File: src/rtl/pwr_seq_ctrl.sv
// ============================================================================
// pwr_seq_ctrl : power-sequencing controller for one switchable power domain
// Rev 1.0
// ============================================================================
`default_nettype none

module pwr_seq_ctrl #(
  parameter int SETTLE_CYCLES = 2,
  parameter int ACK_TIMEOUT   = 16
) (
  input  logic       clk,
  input  logic       rst_n,
  input  logic       sleep_req,
  input  logic       wake_req,
  input  logic       pwr_ack,
  input  logic       err_clr,
  output logic       pwr_on,
  output logic       clk_en,
  output logic       iso_en,
  output logic       save,
  output logic       restore,
  output logic [3:0] state,
  output logic       busy,
  output logic       err
);

  localparam int CNT_MAX = (SETTLE_CYCLES > ACK_TIMEOUT) ? SETTLE_CYCLES : ACK_TIMEOUT;
  localparam int CW      = $clog2(CNT_MAX + 1);

  localparam logic [CW-1:0] SETTLE_LAST = CW'(SETTLE_CYCLES - 1);
  localparam logic [CW-1:0] ACK_LAST    = CW'(ACK_TIMEOUT - 1);
  localparam logic [CW-1:0] CNT_SAT     = CW'(CNT_MAX);

  localparam logic [3:0] ST_ON       = 4'd0;
  localparam logic [3:0] ST_CLK_STOP = 4'd1;
  localparam logic [3:0] ST_ISOLATE  = 4'd2;
  localparam logic [3:0] ST_SAVE     = 4'd3;
  localparam logic [3:0] ST_PWR_OFF  = 4'd4;
  localparam logic [3:0] ST_OFF      = 4'd5;
  localparam logic [3:0] ST_PWR_UP   = 4'd6;
  localparam logic [3:0] ST_RESTORE  = 4'd7;
  localparam logic [3:0] ST_DEISO    = 4'd8;
  localparam logic [3:0] ST_CLK_RUN  = 4'd9;

  logic [3:0]    state_nxt;
  logic [CW-1:0] cnt;
  logic [CW-1:0] cnt_nxt;
  logic          settle_done;
  logic          ack_expired;
  logic          timeout;

  assign settle_done = (cnt >= SETTLE_LAST);
  assign ack_expired = (cnt >= ACK_LAST);

  always_comb begin
    state_nxt = state;
    timeout   = 1'b0;
    case (state)
      ST_ON:       if (!wake_req && sleep_req) state_nxt = ST_CLK_STOP;
      ST_CLK_STOP: if (settle_done) state_nxt = ST_ISOLATE;
      ST_ISOLATE:  if (settle_done) state_nxt = ST_SAVE;
      ST_SAVE:     if (settle_done) state_nxt = ST_PWR_OFF;
      ST_PWR_OFF: begin
        // a real ack wins over a timeout landing on the same cycle
        if (!pwr_ack) begin
          state_nxt = ST_OFF;
        end else if (ack_expired) begin
          state_nxt = ST_OFF;
          timeout   = 1'b1;
        end
      end
      ST_OFF:      if (wake_req) state_nxt = ST_PWR_UP;
      ST_PWR_UP: begin
        if (pwr_ack) begin
          state_nxt = ST_RESTORE;
        end else if (ack_expired) begin
          state_nxt = ST_OFF;
          timeout   = 1'b1;
        end
      end
      ST_RESTORE:  if (settle_done) state_nxt = ST_DEISO;
      ST_DEISO:    if (settle_done) state_nxt = ST_CLK_RUN;
      ST_CLK_RUN:  if (settle_done) state_nxt = ST_ON;
      default:     state_nxt = ST_ON;
    endcase

    if (state_nxt != state) begin
      cnt_nxt = '0;
    end else if (cnt == CNT_SAT) begin
      cnt_nxt = cnt;
    end else begin
      cnt_nxt = cnt + CW'(1);
    end
  end

  // Outputs are decoded from the next state so they change on the same edge as state.
  always_ff @(posedge clk or negedge rst_n) begin
    if (!rst_n) begin
      state   <= ST_ON;
      cnt     <= '0;
      pwr_on  <= 1'b1;
      clk_en  <= 1'b1;
      iso_en  <= 1'b0;
      save    <= 1'b0;
      restore <= 1'b0;
      busy    <= 1'b0;
      err     <= 1'b0;
    end else begin
      state   <= state_nxt;
      cnt     <= cnt_nxt;
      pwr_on  <= !(state_nxt == ST_PWR_OFF || state_nxt == ST_OFF);
      clk_en  <= (state_nxt == ST_ON) || (state_nxt == ST_CLK_RUN);
      iso_en  <= (state_nxt >= ST_ISOLATE) && (state_nxt <= ST_RESTORE);
      save    <= (state_nxt == ST_SAVE) && (state != ST_SAVE);
      restore <= (state_nxt == ST_RESTORE) && (state != ST_RESTORE);
      busy    <= !(state_nxt == ST_ON || state_nxt == ST_OFF);
      if (timeout) begin
        err <= 1'b1;
      end else if (err_clr) begin
        err <= 1'b0;
      end
    end
  end

endmodule

`default_nettype wire

File: config.mk
export PLATFORM = sky130hd
export DESIGN_NAME = pwr_seq_ctrl
export DESIGN_NICKNAME = d
export VERILOG_FILES = /design/src/rtl/pwr_seq_ctrl.sv
export SDC_FILE = /design/constraint.sdc
export NUM_CORES = 1
export LEC_CHECK = 0
export BUFFER_PORTS_ARGS = -buffer_cell sky130_fd_sc_hd__buf_2
export CELL_PAD_IN_SITES_DETAIL_PLACEMENT = 2
export CELL_PAD_IN_SITES_GLOBAL_PLACEMENT = 2
export CORE_UTILIZATION = 30
export DETAILED_ROUTE_END_ITERATION = 12
export PLACE_DENSITY = 0.68
export SKIP_CTS_REPAIR_TIMING = 1
export SLEW_MARGIN = 20
export SYNTH_ARGS = -nofsm -noshare
export SYNTH_HDL_FRONTEND = slang
export SYNTH_SLANG_ARGS = --single-unit
File: constraint.sdc
create_clock -name clk -period 3.1 [get_ports clk]
set_input_delay 0.465 -clock clk [delete_from_list [all_inputs] [get_ports clk]]
set_output_delay 0.465 -clock clk [all_outputs]
set_load 0.01 [all_outputs]
==> reports/metrics.yaml, run 1 <==
grt_usage: 0.1695
synth_xor_area_frac: 0.05364
synth.area.mux_share: 0.03448
async_flop_share: 1.000
tightest_slew_ns: 0.6090
place_inst: 156
hpwl_mm: 2.001
final_nets: 127
final_cells: 160
multi_input_area_um2: 528.0
netlist_area_um2: 979.7
gp_congestion: 0.7819
num-fill-cells: 358
worst-path-buf-inv: 1
status: "completed"
synth-adder-area-share: 0.05109
clock_path_buffers: 2
io_pins: 17
reg2regPathDepth: 7
hold_violations: 0
setup_violations: 0
cts_num_sinks: 16
cts_buffers: 3
fin_hold_ws_ns: 0.06351
synth-seq-cells: 16
firstDrtPassIters: 3
endpoint_kind: "flip-flop"
drv_slew: 0
clock_latency_ns: 0.29
synth_edf_count: 0
route.final.wire_length_mm: 2.460
cts_tree: "built"
crit_type: "reg2reg"
required_ns: 3.32
crit_path_max_incr_delay_ns: 0.48
finClkSkew_ns: 0.003647
synth_cell_types: 40
power.density_nw_per_um2: 1014
drc: 0
hold_path_class: "in2async"
slowest_stage: "dfrtp_1"
grt_first_pass_wirelength_mm: 4.360
rows: 20
overflow: 0
final.period_utilization: 0.7288
die_area_um2: 3498
vias: 816
crit_chain: "inv_1 > ha_1 > nor4_4 > a31oi_1 > a221oi_1 > nor2_1 > a211oi_2"
syn_avg_cell_area_um2: 9.896
synth_flop_cell: "dfrtp_1"
regArea_um2: 402.9
ir_drop_uv: 315.2
crit_family: "compound AO/OA/AOI/OAI gates"
r2r_slack_ns: 0.84
grt_pass1_vias: 875
start_util: 0.3183
fp.dieW_um: 59.15
power_leakage_nw: 0.5181
yosysWarnings: 0
antenna_found_initial: 0
path_depth: 7
drive_gt1_frac: 0.2759
grt_max_degree: 17
postRouteAntennaNets: 0
cp.arrival_ns: 2.48
coreArea_um2: 3078
viasPerCell: 5.100
drt_iter0_drc: 12
cts_max_level: 1
fmax_mhz: 442.6
max_slew_margin: 0.5925
synthSimpleGateAreaFrac: 0.2107
cp_max_fo: 8
min_period_ns: 2.259
port_buffers: 16
clk_pin_slew_ns: 0.10
wl_per_cell_um: 15.38
setup-tns-final_ns: 0
synth-compound-area-share: 0.1890
syn_nets: 109
rsz0062_at_grt: "false"
fp.dieH_um: 59.15
root_buffer: "clkbuf_4"
syn_inst: 99
diodes: 0
area_growth_pct: 16.35
cp-start-kind: "flip-flop"
synth_top_family_by_area: "simple AND/OR/NAND/NOR gates"
drv_cap: 0
ys_seq_area_frac: 0.4112
[final timing paths]
| path | start | to |
|---|---|---|
| max | cnt[1]$_DFFE_PN0P_ | cnt[4]$_DFFE_PN0P_ |
| min | rst_n | cnt[4]$_DFFE_PN0P_ |
| max reg2reg | cnt[1]$_DFFE_PN0P_ | cnt[4]$_DFFE_PN0P_ |
| min reg2reg | err$_DFFE_PN0P_ | err$_DFFE_PN0P_ |
| max in group asynchronous | rst_n | clk_en$_DFF_PN1_ |
| min in group clk | err_clr | err$_DFFE_PN0P_ |
[cells in the mapped netlist (all sizes together), types with 2 or more instances]
cell	number	area, um2
xnor2	3	26.28
nand3	3	15.01
a21oi	3	15.01
dfstp	2	52.55
xor2	3	26.28
mux2i	3	33.78
nand2b	2	12.51
nor3	4	20.02
a311oi	2	23.77
dfrtp	14	350.3
ha	4	50.05
inv	8	30.03
nor2b	2	12.51
nor2	9	33.78
buf	3	15.01
a31oi	2	18.77
nand2	12	45.04
a2111oi	2	23.77
and3	2	12.51
[logic make-up (layout without fill, tap and decap cells)]
kind of cell | after synthesis | count (layout)
multiplexers | 3 | 3
flip-flops | 16 | 16
buffers and inverters | 12 | 29
adder cells (fa/ha/maj) | 4 | 4
XOR/XNOR | 6 | 6
AO/OA/AOI/OAI | 19 | 19
AND/OR/NAND/NOR | 39 | 39
[where the power goes]
part	switching, W	internal (W)
registers	0.000101	0.000281
logic	0.000373	0.000259
clock network	0.0000702	0.0000716
[flip-flops by register name, indices dropped and copies added, names as in the netlist]
| signal | flops |
|---|---|
| busy | 1 |
| clk_en | 1 |
| cnt | 5 |
| err | 1 |
| iso_en | 1 |
| pwr_on | 1 |
| restore | 1 |
| save | 1 |
| state | 4 |
[stage by stage]
step / total power, W / util / setup WS (ns) / area (um2)
2_1_floorplan: 0.0008363 / - / 1.143 / 979.7
3_3_place_gp: 0.001010 / 0.3585 / 0.8795 / 1104
3_5_place_dp: 0.001026 / 0.3585 / 0.8458 / 1104
4_1_cts: 0.001174 / 0.3703 / 0.7884 / 1140
5_1_grt: 0.001264 / 0.3703 / 0.6316 / 1140
6_report: 0.001156 / 0.3703 / 0.8406 / 1140
[layout make-up]
cell class / instances / share of cell area
repair buffers: 17 / 0.07684
inverters: 8 / 0.02634
clock buffers: 4 / 0.03183
flip-flops and latches: 16 / 0.3535
multi-input cells: 71 / 0.4632
well taps: 44 / 0.04830
[metal layers]
layer  track usage  up-vias  part of all wire
met5             0        -                 0
met4       0.02041        0                 0
met3       0.03930        0             0.036
met2        0.3052       17              0.50
met1        0.2112      412              0.46
li1              -      387                 -
[placed cells by master (no fill, tap or decap), types with 2 or more instances in the layout]
cell type and n:
clkbuf_4 3, xor2_1 3, buf_2 16, inv_1 7, ha_1 4, nor2_1 9, nand2_1 12, a21oi_1 3
dfstp_2 2, and3_1 2, nor3_1 4, nor2b_1 2, nand3_1 3, dfrtp_1 14, mux2i_1 2, nand2b_1 2
xnor2_1 3
(Power assumes the default switching activity.)
==> run 2, diff against run 1 <==
- PLACE_DENSITY: 0.68 -> 0.7
- clock period: 3.1 -> 2 ns (I/O delays scaled with it)
==> run 2 against run 1 <==
Effect of this change: the flow now finishes with violations (negative setup slack); non-clock buffer count up 19; clock skew fell by 0.0028 ns; design area rose by 23%; sequential share of layout area fell by 6.7 points; critical path depth up 1; maximum frequency is 3.0% higher; wire length rose by 49%; largest cell class unchanged; highest routed layer is now met4.
==> reports/metrics.yaml, run 2 (synthesis results as in run 1) <==
status: "finished with violations"
violations: "negative setup slack"
cts_max_level: 1
clockPowerShare: 0.101
io_pins: 17
crit_type: "reg2reg"
route.final.wire_length_mm: 3.656
power.total_w: 0.002355
grt_pass1_vias: 958
cp-start-kind: "flip-flop"
drive_gt1_frac: 0.4815
port_buffers: 16
hold_violations: 0
setup_slack_ns: -0.1946
final_nets: 146
fp.dieH_um: 59.15
tightest_slew_ns: 0.4520
coreArea_um2: 3078
area_growth_pct: 43.68
finClkSkew_ns: 0.0008328
power_leakage_nw: 0.6330
required_ns: 2.20
max_slew_margin: 0.6909
fmax_mhz: 455.7
swShare: 0.4809
drv_slew: 0
vias: 965
hold_path_class: "in2reg"
grt_max_degree: 17
wl_per_cell_um: 20.42
regMostFlops: "cnt"
cts_buffers: 3
viasPerCell: 5.391
drc: 0
internal-power_w: 0.001223
ir_drop_uv: 892.2
final.period_utilization: 1.097
diodes: 0
largest_reg_flops: 5
cts_tree: "built"
cp.arrival_ns: 2.40
switchingPower_w: 0.001133
power.density_nw_per_um2: 1673
layout_commonest_cell: "buf_4"
grt_first_pass_wirelength_mm: 4.988
setup-tns-final_ns: -1.506
drt_iter0_drc: 35
start_util: 0.3183
endpoint_kind: "flip-flop"
clock_path_buffers: 2
postRouteAntennaNets: 0
reg_top3: "cnt (5), state (4)"
overflow: 0
final_cell_mix: "buf_4, buf_2, dfrtp_1, nand2_1"
antenna_found_initial: 0
clk_pin_slew_ns: 0.11
cts_num_sinks: 16
die_area_um2: 3498
grt_usage: 0.2000
clock_latency_ns: 0.31
rows: 20
firstDrtPassIters: 4
rsz0062_at_grt: "true"
min_period_ns: 2.195
seqPwrFrac: 0.224
setup_violations: 11
fp.dieW_um: 59.15
power_frac_comb: 0.675
hpwl_mm: 2.424
gp_congestion: 0.7846
cp_max_fo: 4
root_buffer: "clkbuf_4"
drv_cap: 0
fin_hold_ws_ns: 0.2771
[run 2: cell count changes in the layout (fill, tap and decap cells not counted), sizes merged]
cell,change
dlygate4sd3,+1
buf,+18
[run 2: final cells by class]
class	count	area (um2)
fillers	347	1670
multi-input cells	71	640.6
flip-flops and latches	16	402.9
repair buffers	36	240.2
well taps	44	55.05
clock buffers	4	36.28
inverters	8	32.53
[run 2: stage by stage]
stage	util	std cells	area (um2)	setup WS [ns]
4_1_cts	0.4069	175	1252	-0.2487
6_report	0.4573	179	1408	-0.1946
2_1_floorplan	-	99	979.7	0.04254
5_1_grt	0.4573	179	1408	-0.2824
3_5_place_dp	0.3951	171	1216	-0.1783
3_3_place_gp	0.3951	171	1216	-0.08003
[run 2: worst paths after layout]
path,start,to,slack (ns),cells past startpoint
min in group asynchronous,rst_n,save$_DFF_PN0_,0.46,2
setup reg to reg,cnt[1]$_DFFE_PN0P_,busy$_DFF_PN0_,-0.19,8
hold / removal,err_clr,err$_DFFE_PN0P_,0.28,3
hold reg to reg,err$_DFFE_PN0P_,err$_DFFE_PN0P_,0.52,1
max in group asynchronous,rst_n,pwr_on$_DFF_PN1_,1.21,2
setup / recovery,cnt[1]$_DFFE_PN0P_,busy$_DFF_PN0_,-0.19,8
[run 2: metal layers]
layer  global-route usage  share of wire
met1               0.2706           0.44
met2               0.3360           0.51
met3              0.02620          0.030
met5                    0              0
met4              0.05102          0.016
[run 2: worst max-delay path, cell delays in order, from the launching register on]
cell	delay, ns
dfrtp_1	0.44
ha_1	0.21
and3_1	0.18
ha_1	0.20
nor2_2	0.19
a311oi_1	0.17
nand4bb_2	0.40
mux2i_1	0.21
nand2_1	0.09
[run 2: power groups by stage]
stage / Clock, W / Combinational [W] / Sequential (W)
after global routing: 0.000251 / 0.00170 / 0.000539
after floorplan: 0 / 0.000747 / 0.000550
after CTS: 0.000232 / 0.00127 / 0.000528
final: 0.000237 / 0.00159 / 0.000528
after global placement: 0 / 0.00119 / 0.000513
after detailed placement: 0 / 0.00126 / 0.000531
